===== src/rtl/sram_wb_primary_controller_pkg.sv =====
// sram_wb_primary_controller_pkg: state encoding and address-slice constants shared by the controller.
// Revision: 1.0
`default_nettype none

package sram_wb_primary_controller_pkg;

  localparam logic [1:0] STATE_IDLE      = 2'd0;
  localparam logic [1:0] STATE_READ_WAIT = 2'd1;
  localparam logic [1:0] STATE_ACK       = 2'd2;

  // Byte-offset bits dropped from the Wishbone byte address (4 bytes per word).
  localparam int BYTE_OFFSET_W = 2;

endpackage

`default_nettype wire


===== src/rtl/sram_wb_primary_controller_if.sv =====
// sram_wb_primary_controller_if: Wishbone B4 classic bus bundle with master/slave views.
// Revision: 1.0
`default_nettype none

interface sram_wb_primary_controller_if #(
  parameter int BYTE_COUNT      = 4,
  parameter int WB_ADDRESS_SIZE = 24
);

  localparam int WORD_SIZE = 8 * BYTE_COUNT;

  logic                       wb_cyc_i;
  logic                       wb_stb_i;
  logic                       wb_we_i;
  logic [BYTE_COUNT-1:0]      wb_sel_i;
  logic [WB_ADDRESS_SIZE-1:0] wb_adr_i;
  logic [WORD_SIZE-1:0]       wb_data_i;
  logic                       wb_ack_o;
  logic [WORD_SIZE-1:0]       wb_data_o;

  modport master (
    output wb_cyc_i, wb_stb_i, wb_we_i, wb_sel_i, wb_adr_i, wb_data_i,
    input  wb_ack_o, wb_data_o
  );

  modport slave (
    input  wb_cyc_i, wb_stb_i, wb_we_i, wb_sel_i, wb_adr_i, wb_data_i,
    output wb_ack_o, wb_data_o
  );

endinterface

`default_nettype wire


===== src/rtl/sram_wb_primary_controller.sv =====
// sram_wb_primary_controller: Wishbone classic slave driving the primary RW port of an SRAM bank.
// Revision: 1.0
`default_nettype none

module sram_wb_primary_controller
  import sram_wb_primary_controller_pkg::*;
#(
  parameter int BYTE_COUNT      = 4,
  parameter int ADDRESS_SIZE    = 9,
  parameter int WB_ADDRESS_SIZE = 24,
  localparam int WORD_SIZE      = 8 * BYTE_COUNT
) (
  input  logic                    clk,
  input  logic                    rst,
  sram_wb_primary_controller_if.slave wb,
  output logic                    primarySelect,
  output logic                    primaryWriteEnable,
  output logic [BYTE_COUNT-1:0]   primaryWriteMask,
  output logic [ADDRESS_SIZE-1:0] primaryAddress,
  output logic [WORD_SIZE-1:0]    primaryDataWrite,
  input  logic [WORD_SIZE-1:0]    primaryDataRead
);

  logic [1:0]           state;
  logic [WORD_SIZE-1:0] read_data;
  logic                 request;
  logic                 accept;
  logic                 unused_adr;

  assign request    = wb.wb_cyc_i & wb.wb_stb_i;
  // The ACK cycle is deliberately not an accept point, so a held strobe is never taken twice.
  assign accept     = (state == STATE_IDLE) && request && !rst;
  assign unused_adr = ^wb.wb_adr_i;

  always_comb begin
    primarySelect      = 1'b0;
    primaryWriteEnable = 1'b0;
    primaryWriteMask   = '0;
    primaryAddress     = '0;
    primaryDataWrite   = '0;
    if (accept) begin
      primarySelect      = 1'b1;
      primaryWriteEnable = wb.wb_we_i;
      primaryWriteMask   = wb.wb_we_i ? wb.wb_sel_i : '0;
      primaryAddress     = wb.wb_adr_i[BYTE_OFFSET_W +: ADDRESS_SIZE];
      primaryDataWrite   = wb.wb_data_i;
    end
  end

  always_ff @(posedge clk or posedge rst) begin
    if (rst) begin
      state     <= STATE_IDLE;
      read_data <= '0;
    end else begin
      case (state)
        STATE_IDLE: begin
          if (request) state <= wb.wb_we_i ? STATE_ACK : STATE_READ_WAIT;
        end
        STATE_READ_WAIT: begin
          if (wb.wb_cyc_i) begin
            read_data <= primaryDataRead;
            state     <= STATE_ACK;
          end else begin
            state <= STATE_IDLE;
          end
        end
        default: state <= STATE_IDLE;
      endcase
    end
  end

  assign wb.wb_ack_o  = (state == STATE_ACK);
  assign wb.wb_data_o = read_data;

endmodule

`default_nettype wire

===== src/flat_wrapper.sv =====
// flat-port wrapper written by rule: the top's interface ports become plain ports
module sram_wb_primary_controller_flat import sram_wb_primary_controller_pkg::*;
#(
  parameter int BYTE_COUNT      = 4,
  parameter int ADDRESS_SIZE    = 9,
  parameter int WB_ADDRESS_SIZE = 24,
  localparam int WORD_SIZE      = 8 * BYTE_COUNT
)
  (clk, rst, primarySelect, primaryWriteEnable, primaryWriteMask, primaryAddress, primaryDataWrite, primaryDataRead, wb_wb_cyc_i, wb_wb_stb_i, wb_wb_we_i, wb_wb_sel_i, wb_wb_adr_i, wb_wb_data_i, wb_wb_ack_o, wb_wb_data_o);
  sram_wb_primary_controller_if #(.BYTE_COUNT(BYTE_COUNT), .WB_ADDRESS_SIZE(WB_ADDRESS_SIZE)) wb_i ();
  input  logic clk;
  input  logic rst;
  output logic primarySelect;
  output logic primaryWriteEnable;
  output logic [BYTE_COUNT-1:0] primaryWriteMask;
  output logic [ADDRESS_SIZE-1:0] primaryAddress;
  output logic [WORD_SIZE-1:0] primaryDataWrite;
  input  logic [WORD_SIZE-1:0] primaryDataRead;
  input wire logic [$bits(wb_i.wb_cyc_i)-1:0] wb_wb_cyc_i;
  input wire logic [$bits(wb_i.wb_stb_i)-1:0] wb_wb_stb_i;
  input wire logic [$bits(wb_i.wb_we_i)-1:0] wb_wb_we_i;
  input wire logic [$bits(wb_i.wb_sel_i)-1:0] wb_wb_sel_i;
  input wire logic [$bits(wb_i.wb_adr_i)-1:0] wb_wb_adr_i;
  input wire logic [$bits(wb_i.wb_data_i)-1:0] wb_wb_data_i;
  output wire logic [$bits(wb_i.wb_ack_o)-1:0] wb_wb_ack_o;
  output wire logic [$bits(wb_i.wb_data_o)-1:0] wb_wb_data_o;
  assign wb_i.wb_cyc_i = wb_wb_cyc_i;
  assign wb_i.wb_stb_i = wb_wb_stb_i;
  assign wb_i.wb_we_i = wb_wb_we_i;
  assign wb_i.wb_sel_i = wb_wb_sel_i;
  assign wb_i.wb_adr_i = wb_wb_adr_i;
  assign wb_i.wb_data_i = wb_wb_data_i;
  assign wb_wb_ack_o = wb_i.wb_ack_o;
  assign wb_wb_data_o = wb_i.wb_data_o;
  sram_wb_primary_controller #(.BYTE_COUNT(BYTE_COUNT), .ADDRESS_SIZE(ADDRESS_SIZE), .WB_ADDRESS_SIZE(WB_ADDRESS_SIZE)) u_core (.clk(clk), .rst(rst), .wb(wb_i), .primarySelect(primarySelect), .primaryWriteEnable(primaryWriteEnable), .primaryWriteMask(primaryWriteMask), .primaryAddress(primaryAddress), .primaryDataWrite(primaryDataWrite), .primaryDataRead(primaryDataRead));
endmodule

===== config.mk =====
export PLATFORM = sky130hd
export DESIGN_NAME = sram_wb_primary_controller_flat
export DESIGN_NICKNAME = d
export VERILOG_FILES = /design/src/rtl/sram_wb_primary_controller_pkg.sv /design/src/rtl/sram_wb_primary_controller_if.sv /design/src/rtl/sram_wb_primary_controller.sv /design/src/flat_wrapper.sv
export SDC_FILE = /design/constraint.sdc
export NUM_CORES = 1
export LEC_CHECK = 0
export BUFFER_PORTS_ARGS = -buffer_cell sky130_fd_sc_hd__buf_4
export CELL_PAD_IN_SITES_DETAIL_PLACEMENT = 1
export CELL_PAD_IN_SITES_GLOBAL_PLACEMENT = 1
export CORE_UTILIZATION = 26
export DETAILED_ROUTE_END_ITERATION = 12
export GPL_ROUTABILITY_DRIVEN = 1
export MAX_ROUTING_LAYER = met4
export PLACE_DENSITY = 0.76
export SLEW_MARGIN = 40
export SYNTH_ARGS = -nofsm -noshare
export SYNTH_HDL_FRONTEND = slang
export SYNTH_SLANG_ARGS = --single-unit

===== constraint.sdc =====
create_clock -name clk -period 1.8 [get_ports clk]
set_input_delay 0.27 -clock clk [delete_from_list [all_inputs] [get_ports clk]]
set_output_delay 0.27 -clock clk [all_outputs]
set_load 0.02 [all_outputs]

==> flow_summary_export.csv <==
group,metric,value,unit
status,status,"finished, violations left",
status,violations,"negative setup slack",
synthesis,synth-simple-area-share,26.22,%
cells_and_area,syn_to_final_growth,78.09,%
clock_network,cts_buffers,5,
die,io_pins,177,
power,power.total,3.045,mW
setup_path,cp.required,1530,ps
die,rows,31,
clock_network,clock-sinks,34,
timing,drv_slew,0,
timing,relSlewSlack,54.85,%
routing,viasPerCell,4.452,
routing,drtPass1Iterations,3,
die,die-area,7818,um2
power,ir_worst_vdd,0.0002702,V
synthesis,synth_xor_xnor_area_share,0,%
timing,finalSetupTns,-901.3,ps
synthesis,synthAdderAreaFrac,0,%
placed_design,placed_area,3229,um2
power,p_leak,1.756,nW
setup_path,critPathMaxStageDelay,440,ps
timing,finalSetupViolCount,35,
clock_network,h-tree-depth,2,
timing,rsz0062_at_grt,"true",
power,power_density,880.4,nW/um2
synthesis,synthMuxAreaShare,24.36,%
clock_network,post_cts_buffers,0,
clock_network,clockBufferDepth,2,
setup_path,cp_max_fo,24,
synthesis,synth-compound-area-share,0.2577,%
cells_and_area,drive_gt1_share,82.15,%
timing,max_freq,0.5414,GHz
timing,min_period,1847,ps
clock_network,cts-root-buf,"clkbuf_8",
timing,layout_setup_ws,-47.18,ps
setup_path,cp-start-kind,"flip-flop",
global_routing,grt_max_degree,49,
clock_network,cts.clk_slew.worst_paths,70,ps
placed_design,io_buffers,161,
global_routing,grt_usage,15.73,%
routing,drt_wl_total,6215,um
global_routing,grt_pass1_vias,1810,
die,start_util,26.77,%
synthesis,syn_inst,137,
routing,drc,0,
global_routing,antenna_found_initial,0,
die,die_w,88.42,um
worst_hold_path,hold_class,"in2async",
global_routing,grt_pass1_wl,8956,um
placed_design,place.gp.congestion,0.7178,
flow_run,cap_violations,0,
synthesis,synth_cell_types,16,
cells_and_area,num-fill-cells,823,
setup_path,worstPathArrival,1580,ps
die,die_h,88.42,um
die,core_area,7253,um2
synthesis,postSynthAreaPerCell,14.17,um2
synthesis,synth_nets,234,
routing,vias,1763,
timing,final-hold-violation-count,0,
synthesis,ys_warn_count,0,
setup_path,timing_worst_setup_path_type,"reg2out",
clock_network,cts_tree,"done",
setup_path,crit_chain,"nand4bb_4 > clkbuf_16 > nor3b_2 > buf_4",
timing,period_share,102.6,%
cells_and_area,n_antenna_cell,0,
cells_and_area,nets,394,
synthesis,synth_area,1942,um2
timing,tightest_slew,677.2,ps
cells_and_area,final_area,3458,um2
routing,drtAntennaViolNets,0,
setup_path,cp_slowest_cell,"dfrtp_2",
placed_design,dp_slack,209.1,ps
global_routing,grt_overflow_total,0,
synthesis,synth_top_family_by_area,"simple AND/OR/NAND/NOR gates",
setup_path,end_kind,"output port",
timing,finalClockSkew,3.112,ps
routing,wire_per_inst,15.69,um
clock_network,clk_latency,280,ps
routing,drt_iter0_drc,48,
synthesis,ys_ff_latch,34,
placed_design,post-dp-hpwl,4624,um
synthesis,ys_seq_area_share,43.81,%
## Yosys cell counts (all sizes together)
master | instances | area, um2
nor3b | 43 | 392.9
a21oi | 1 | 5.000
mux2 | 32 | 473.0
nand3b | 1 | 20.02
clkbuf | 2 | 7.510
nor3 | 4 | 40.04
nor2 | 2 | 7.510
nor2b | 1 | 6.260
inv | 1 | 3.750
nand2 | 4 | 15.01
dfrtp | 34 | 850.8
nand4bb | 1 | 27.53
buf | 11 | 92.58
## routing by layer
layer | vias up | track usage (%) | part of all wire, %
li1 | 802 | - | -
met1 | 864 | 16.71 | 37
met2 | 85 | 28.32 | 54
met3 | 12 | 3.545 | 6.3
met4 | 0 | 6.012 | 1.9
met5 | - | - | 0
## final timing paths
path                            startpoint                       to  slack, ps  depth (start not counted)
setup / recovery           u_core.state[0]     primaryDataWrite[11]        -50                          4
hold / removal                         rst          u_core.state[1]        160                          2
setup reg to reg           u_core.state[1]  u_core.wb.wb_data_o[12]        480                          3
hold reg to reg            u_core.state[1]          u_core.state[1]        490                          1
max in group asynchronous              rst  u_core.wb.wb_data_o[15]       1020                          3
min in group clk                wb_wb_we_i          u_core.state[0]        200                          2
## flip-flops by register name (all words and copies together) (netlist names)
register / cells
u_core.state: 2
u_core.wb.wb_data_o: 32
## final cells by class
| class | count | area (um2) | share of cell area [%] |
|---|---|---|---|
| sequential | 34 | 852.1 | 24.64 |
| inverter | 1 | 3.754 | 0.1085 |
| clock buffer | 6 | 82.58 | 2.388 |
| clock inverter | 1 | 30.03 | 0.8683 |
| timing repair buffer | 166 | 1289 | 37.26 |
| multi-input combinational | 89 | 1077 | 31.15 |
| tap | 99 | 123.9 | 3.582 |
## worst max-delay path: cells and delay by family, from the launching register on
family        cells  cell delay [ps]
buf+inv           2              410
flops             1              440
simple gates      2              440
## where the power goes
part           internal [mW]  switching [mW]  total, mW
combinational          0.692           0.560       1.25
sequential             0.966           0.115       1.08
clock                  0.443           0.268      0.711
## logic make-up after synthesis
family | after synthesis
flops | 34
mux | 32
compound gates | 1
simple gates | 56
buf+inv | 14
## layout by cell type, fill, tap and decap left out
cell type and instances:
mux2_4 30, nand3b_4 1, clkbuf_16 1, bufinv_16 1, nor3_2 4, nand2_1 4
mux2_2 2, dfrtp_2 1, nor2b_1 1, clkbuf_8 6, inv_1 1, nor3b_1 11
nor2_1 2, buf_12 2, nor3b_2 32, nand4bb_4 1, dfrtp_1 33, a21oi_1 1
buf_4 163
## metrics by stage
stage                     utilization [%]  std cells  hold slack, ps
after detailed placement            44.52        388           414.2
after CTS                           46.37        395           111.1
after global routing                47.68        396           160.9
after global placement              44.52        388           405.0
after floorplan                         -        137           336.4
final                               47.68        396           159.0
## repair_timing
action / 4_1_cts / 5_1_grt
setup endpoints to repair: 43 / 46
hold buffers: 0 / 0
gates resized for setup: 5 / 14
cloned: 0 / 1
No activity file was read; power rests on OpenSTA's default activity.
